<file path="src/rtl/svm_scheduler.sv">
// Fall-detection scheduler: accumulates a window of samples, derives mean and
// standard deviation, hands them to an external SVM and confirms positive results.
module svm_scheduler #(
  parameter int WINDOW  = 32,
  parameter int CONFIRM = 2,
  parameter int TIMEOUT = 4095
) (
  input  logic               clk,
  input  logic               reset,
  input  logic               enable,
  input  logic               sample_valid,
  input  logic signed [15:0] sample_data,
  output logic               sample_ready,
  output logic               svm_start,
  output logic signed [31:0] feature_mean,
  output logic signed [31:0] feature_std,
  input  logic               svm_done,
  input  logic               svm_result,
  output logic               fall_alarm,
  input  logic               alarm_clear,
  output logic               timeout_err,
  output logic               busy
);
  localparam int LG = $clog2(WINDOW);

  localparam logic [2:0] S_IDLE   = 3'd0;
  localparam logic [2:0] S_ACCUM  = 3'd1;
  localparam logic [2:0] S_VAR    = 3'd2;
  localparam logic [2:0] S_SQRT   = 3'd3;
  localparam logic [2:0] S_START  = 3'd4;
  localparam logic [2:0] S_WAIT   = 3'd5;
  localparam logic [2:0] S_DECIDE = 3'd6;

  logic [2:0]         state;
  logic [8:0]         cnt;
  logic signed [23:0] sum;
  logic [39:0]        sumsq;
  logic signed [31:0] mean_q;
  logic [31:0]        rad;
  logic [19:0]        rem;
  logic [15:0]        root;
  logic [3:0]         bitc;
  logic [15:0]        wcnt;
  logic [3:0]         conf;

  logic               accept;
  logic signed [31:0] sd32, sq;
  logic signed [31:0] sum_x, mean_c;
  logic signed [33:0] mx, msq;
  logic [39:0]        sq_sh;
  logic signed [41:0] diff;
  logic [31:0]        var_c;
  logic [19:0]        rem_n, trial;
  logic               ge;
  logic [19:0]        rem_nxt;
  logic [15:0]        root_nxt;
  logic               wait_expired;
  logic [3:0]         conf_inc;

  assign sample_ready = (state == S_ACCUM) && enable;
  assign accept       = sample_ready && sample_valid;
  assign svm_start    = (state == S_START);
  assign busy         = (state != S_IDLE) && (state != S_ACCUM);

  assign sd32 = {{16{sample_data[15]}}, sample_data};
  assign sq   = sd32 * sd32;

  // Mean is floor(sum / WINDOW); it always fits the 16-bit sample range,
  // so its square is formed at 34 bits.
  assign sum_x  = {{8{sum[23]}}, sum};
  assign mean_c = sum_x >>> LG;
  assign mx     = {{17{mean_c[16]}}, mean_c[16:0]};
  assign msq    = mx * mx;
  assign sq_sh  = sumsq >> LG;
  assign diff   = $signed({2'b00, sq_sh}) - $signed({{8{msq[33]}}, msq});

  always_comb begin
    var_c = diff[31:0];
    if (diff[41])            var_c = 32'd0;
    else if (|diff[40:32])   var_c = 32'hFFFF_FFFF;
  end

  // Restoring square root: two radicand bits in, one root bit out per cycle.
  assign rem_n    = {rem[17:0], rad[31:30]};
  assign trial    = {2'b00, root, 2'b01};
  assign ge       = (rem_n >= trial);
  assign rem_nxt  = ge ? (rem_n - trial) : rem_n;
  assign root_nxt = {root[14:0], ge};

  assign wait_expired = (state == S_WAIT) && !svm_done && (wcnt == 16'(TIMEOUT));
  assign conf_inc     = (conf == 4'd15) ? 4'd15 : conf + 4'd1;

  always_ff @(posedge clk or posedge reset) begin
    if (reset) begin
      state        <= S_IDLE;
      cnt          <= '0;
      sum          <= '0;
      sumsq        <= '0;
      mean_q       <= '0;
      rad          <= '0;
      rem          <= '0;
      root         <= '0;
      bitc         <= '0;
      wcnt         <= '0;
      feature_mean <= '0;
      feature_std  <= '0;
      timeout_err  <= 1'b0;
    end else if (!enable) begin
      state <= S_IDLE;
    end else begin
      case (state)
        S_IDLE: begin
          state <= S_ACCUM;
          cnt   <= '0;
          sum   <= '0;
          sumsq <= '0;
        end
        S_ACCUM: begin
          if (accept) begin
            sum   <= sum + sd32[23:0];
            sumsq <= sumsq + {8'd0, sq};
            cnt   <= cnt + 9'd1;
            if (cnt == 9'(WINDOW - 1)) state <= S_VAR;
          end
        end
        S_VAR: begin
          mean_q <= mean_c;
          rad    <= var_c;
          rem    <= '0;
          root   <= '0;
          bitc   <= '0;
          state  <= S_SQRT;
        end
        S_SQRT: begin
          rem  <= rem_nxt;
          root <= root_nxt;
          rad  <= {rad[29:0], 2'b00};
          bitc <= bitc + 4'd1;
          if (bitc == 4'd15) begin
            feature_mean <= mean_q;
            feature_std  <= {16'd0, root_nxt};
            state        <= S_START;
          end
        end
        S_START: begin
          wcnt  <= 16'd1;
          state <= S_WAIT;
        end
        S_WAIT: begin
          if (svm_done) begin
            state <= S_DECIDE;
          end else if (wait_expired) begin
            timeout_err <= 1'b1;
            cnt         <= '0;
            sum         <= '0;
            sumsq       <= '0;
            state       <= S_ACCUM;
          end else begin
            wcnt <= wcnt + 16'd1;
          end
        end
        S_DECIDE: begin
          cnt   <= '0;
          sum   <= '0;
          sumsq <= '0;
          state <= S_ACCUM;
        end
        default: state <= S_IDLE;
      endcase
    end
  end

  // Clear beats any simultaneous set and zeroes the confirm counter.
  always_ff @(posedge clk or posedge reset) begin
    if (reset) begin
      conf       <= '0;
      fall_alarm <= 1'b0;
    end else if (alarm_clear) begin
      conf       <= '0;
      fall_alarm <= 1'b0;
    end else if (enable && wait_expired) begin
      conf <= '0;
    end else if (enable && state == S_DECIDE) begin
      conf <= svm_result ? conf_inc : 4'd0;
      if (svm_result && conf_inc >= 4'(CONFIRM)) fall_alarm <= 1'b1;
    end
  end
endmodule

</file>
<file path="config.mk">
export PLATFORM = sky130hd
export DESIGN_NAME = svm_scheduler
export DESIGN_NICKNAME = d
export VERILOG_FILES = /design/src/rtl/svm_scheduler.sv
export SDC_FILE = /design/constraint.sdc
export NUM_CORES = 2
export LEC_CHECK = 0
export BUFFER_PORTS_ARGS = -buffer_cell sky130_fd_sc_hd__buf_2
export CAP_MARGIN = 20
export CORE_ASPECT_RATIO = 1.5
export CORE_MARGIN = 4
export CORE_UTILIZATION = 55
export CTS_CLUSTER_SIZE = 25
export DETAILED_ROUTE_END_ITERATION = 8
export PLACE_DENSITY_LB_ADDON = 0.1
export SETUP_SLACK_MARGIN = 0.2
export SYNTH_ARGS = -nofsm -noshare
export SYNTH_HDL_FRONTEND = slang
export SYNTH_SLANG_ARGS = --single-unit
export TNS_END_PERCENT = 5
</file>
<file path="constraint.sdc">
create_clock -name clk -period 21.7 [get_ports clk]
set_clock_uncertainty 0.05 [all_clocks]
set_input_delay 6.51 -clock clk [delete_from_list [all_inputs] [get_ports clk]]
set_output_delay 6.51 -clock clk [all_outputs]
set_load 0.01 [all_outputs]
</file>
## Yosys cells after proc, flatten, opt, wreduce, memory -nomap -nowiden

Index checks and enable logic that the tools add are counted.

- Register bits after elaboration: 222
- Input port bits: 23
- Output and inout port bits: 69
- Word-level logic and storage cells: 113

- Add/sub/neg operators: 8
- Multiply operators: 2
- $lt $le $gt $ge: 2
- Eq/ne operators: 20
- Multiplexer cells: 38
- Bitwise operators: 1
- Reduce and logical (&&, ||, !) cells: 27

Operator list:

| kind | number |
|---|---|
| 40-bit 2-to-1 mux | 3 |
| 40-bit case mux with 3 select lines | 1 |
| 24-bit 2-to-1 mux | 3 |
| 24-bit case mux with 3 select lines | 1 |
| 32-bit 2-to-1 mux | 2 |
| 16-bit case mux with 2 select lines | 2 |
| 32-bit case mux with 2 select lines | 1 |
| 40-bit by 32-bit adder with 40-bit output | 1 |
| 36-bit by 34-bit subtractor with 37-bit output | 1 |
| 18-bit case mux with 2 select lines | 1 |
| 17-bit by 17-bit multiplier with 34-bit output | 1 |
| 16-bit by 16-bit multiplier with 32-bit output | 1 |
| 16-bit 2-to-1 mux | 2 |
| 9-bit 2-to-1 mux | 3 |
| 9-bit case mux with 3 select lines | 1 |
| 24-bit adder | 1 |
| 20-bit by 18-bit greater-or-equal comparator with 1-bit output | 1 |
| 4-bit 2-to-1 mux | 5 |
| 18-bit 2-to-1 mux | 1 |
| 3-bit 2-to-1 mux | 6 |
| 3-bit case mux with 6 select lines | 1 |
| 18-bit subtractor | 1 |
| 16-bit by 1-bit adder with 16-bit output (second input constant) | 1 |
| 16-bit by 12-bit equality test with 1-bit output (second input constant) | 1 |
| other kinds (27) | 56 |

## Logic depth before layout (Yosys ltp)

- Word-level depth: 8
- Mapped depth: 36
- Mapped depth without buffers: 35

## Worst setup path after synthesis

Ideal clock, no wire load.

- Path type: in2reg
- Start point: input port sample_data[4]
- End point: register sumsq[39]
- Arrival time: 14.345 ns
- Required time: 21.584 ns
- Path slack: 7.239 ns
- Stages on the path: 33
- Buffers on the path: 2
- Path through: clkbuf_1 -> clkbuf_1 -> nand2_1 -> fa_1 -> inv_1 -> fa_1 -> ha_1 -> inv_1 -> fa_1 -> fa_1 -> inv_1 -> fa_1 -> ha_1 -> a21o_1 -> a21o_1 -> a221o_1 -> a31oi_1 -> nor3_1 -> o41ai_2 -> o21bai_1 -> a31o_2 -> a21oi_1 -> xnor2_1 -> ha_1 -> and3_1 -> nand2_1 -> o21ai_0 -> nor3_1 -> o31ai_2 -> nand2_1 -> a211o_1 -> or4_1 -> nand2_1

- Longest elaborated chain between the ends: 4

Ends and longest elaborated chain:

| item | RTL line | source |
|---|---|---|
| from (decl) | 12 | `input logic signed [15:0] sample_data,` |
| 16-bit by 16-bit multiplier with 32-bit output | 66 | `assign sq = sd32 * sd32;` |
| 40-bit by 32-bit adder with 40-bit output | 121 | `sumsq <= sumsq + {8'd0, sq};` |
| 40-bit 2-to-1 mux | 119 | `if (accept) begin` |
| 40-bit case mux with 3 select lines | 111 | `case (state)` |
| to (signal assigned) | 121 |  |
| to (decl) | 37 | `logic [39:0] sumsq;` |

Every way passes these cells. The select of a mux whose other input is x is not followed.
A chain may end at the register's enable or synchronous reset.

## Final worst setup path

- Start point: input port sample_data[8]
- End point: register sumsq[34]

Same word-level chain as after synthesis.

==> key figures <==
Timing
  – Slew margin rel.: 25.67%
  – Final hold violations: 0
  – TNS Setup: 0 ps
  – Worst-Margin Slew: 1112 ps
  – F_max: 67.15 MHz
  – Slew Limit Fails: 0
  – Final Setup Violations: 0
  – Tmin final: 14890 ps
  – RSZ-0062 raised after global routing: false
  – Final period util: 68.63%

Worst setup path
  – Most used cell, CP: fa_1
  – Setup crit end kind: flip-flop
  – Critical path depth in cells: 29
  – CP top delay family: adder cells
  – CP arrival: 15310 ps
  – Req. time, crit path: 22120 ps
  – Crit-path max FO: 18
  – Depth of the most critical reg-to-reg path: 21
  – Critical path buffers and inverters: 4
  – Slowest library cell on the worst path: o41ai_2
  – CP Launch Type: primary input
  – CP startpoint: sample_data[8]
  – CP peak stage delay: 730 ps
  – Worst R2R Start: sum[5]
  – Critical path class: in -> reg

Logic synthesis
  – Most common cell in the netlist: inv_1
  – Area leader, netlist: fa_1
  – FFs w/ async S/R, synth: 100.0%
  – Post-Syn Area: 33120 um^2
  – Seq/Total Area, Yosys: 16.78%
  – Warnings, synthesis: 0
  – Post-synth top cells: inv_1, fa_1, nand2_1, ha_1, dfrtp_1
  – Synthesized flop and latch total: 222
  – Share of the synthesized area in the top cell type: 33.43%
  – Synth top area cells: fa_1, dfrtp_1, ha_1, inv_1, nand2_1
  – Syn_area_per_cell: 9.352 um^2
  – Post-synth top flop: dfrtp_1
  – EDFF count, synth: 0
  – Synth cell types: 75
  – Post-Syn Instances: 3541

Detailed routing
  – Routed wire per std cell: 18.17 um
  – Drt pass-1 iters: 6
  – Via density: 5.511
  – Drt initial violations: 1149
  – Via count: 23850
  – DRC violations left: 0
  – Routed wire length: 78.62 mm
  – Detail Route Antenna Nets: 0

Global route
  – Largest net degree at the start of global routing: 100
  – Vias in the first global route: 26460
  – Initial antenna violation count: 1
  – GRT Total Usage: 24.89%
  – Overflow after GRT: 0
  – Global-route wire length before repair: 131.4 mm

Cells and area
  – Layout cells sized above 1: 6.676%
  – # fillers: 5177
  – Area Growth Syn to Fin: 5.565%
  – Post-layout util: 58.93%
  – Nets@finish: 4393

Clock tree
  – Clock Tree Root: clkbuf_16
  – CTS buffer count: 24
  – Insertion delay to the later sink of the worst-skew pair: 570 ps
  – Clock Pin Slew Worst Setup and Hold Paths: 70 ps
  – Hold-fix buffers, CTS: 0
  – CTS Buffer Depth: 3
  – Post-CTS setup buffers: 0
  – H-tree depth: 1
  – Clock Sinks: 222
  – CTS tree: done
  – Post-CTS sizing: 0

Floorplan
  – DIE AREA: 64280 um^2
  – Core area: 59330 um^2
  – Initial Util: 55.82%
  – I/O Pins: 92
  – Site Rows: 109
  – Die Y: 308.5 um
  – Die W: 208.4 um

Place
  – DP Wirelength: 64.19 mm
  – PortBufs: 75
  – Placer Congestion: 0.9058

Min path
  – Hold Path Cell Cnt: 1
  – Hold_sp: timeout_err
  – Worst min path class: reg -> reg

Job
  – Max_cap viols: 0

Status
  – Status: completed
==> placed cells by master (no fill, tap or decap), types with 35 or more instances in the layout <==
master and n:
a21o_1 60, fa_1 553, nand3_1 67, nand2_1 350, xnor2_1 97, a21oi_1 149
inv_1 700, and2_1 73, ha_1 285, buf_2 75, and3_1 39, nor2_1 177
xor2_1 62, mux2_2 57, dfrtp_1 221, nor2b_1 35, o21ai_0 148
==> final cells by class <==
cell class              instances  area, um^2  share of cell area (%)
repair buffers                100       575.6                   1.646
inverters                     701        2639                   7.548
clock inverters                15       230.2                  0.6586
well taps                     777       972.2                   2.781
flip-flops and latches        222        5557                   15.89
multi-input cells            2483       24340                   69.63
diodes                          1       2.502                0.007158
clock buffers                  29       639.4                   1.829
==> worst register-to-register path, delay by kind of cell (launching register included) <==
kind	cells	cell delay, ps
AOI/OAI and AO/OA	6	1670
xor gates and xnor gates	1	90
adders and majority gates	7	4390
buffers and inverters	3	370
DFF	1	970
and+or+nand+nor	4	1060
==> stage by stage <==
stage | hold slack, ps | cells | worst slack (ps) | instance area [um^2]
3_5_place_dp | 392.8 | 4282 | 6300 | 34070
2_1_floorplan | 395.5 | 3556 | 7239 | 33170
6_report | 411.8 | 4328 | 6807 | 34960
3_3_place_gp | 394.1 | 4281 | 6439 | 34060
4_1_cts | 407.4 | 4326 | 6894 | 34940
5_1_grt | 450.7 | 4327 | 6344 | 34960
==> final timing paths <==
check	endpoint	slack, ps
hold reg to reg	timeout_err	410
min in group asynchronous	feature_std[9]	6030
setup / recovery	sumsq[34]	6810
setup reg to reg	rad[8]	12950
max in group asynchronous	rad[25]	13330
hold / removal	timeout_err	410
==> cells by family after synthesis <==
logic type	share of synthesized area, %
compound gates	10.62
simple gates	11.65
fa+ha+maj	44.20
other cells	0.01132
buf+inv	9.994
mux	2.543
flops	16.78
xor+xnor	4.205
==> flip-flops by register name, indices dropped and copies added, names as in the netlist <==
register	cells
timeout_err	1
bitc	4
state	3
rem	18
feature_mean	19
conf	4
sumsq	40
sum	24
wcnt	16
feature_std	16
cnt	9
mean_q	19
rad	32
fall_alarm	1
root	16
==> per-layer routing <==
layer	global-route usage (%)	part of all wire, %	up-vias
li1	-	-	11140
met1	28.85	39	12020
met2	47.75	53	524
met3	2.147	3.4	166
met4	9.247	4.1	0
met5	0	0	-
Power is not shown: default switching activity piles up to over one toggle a cycle in this logic, so the estimate is an artifact.
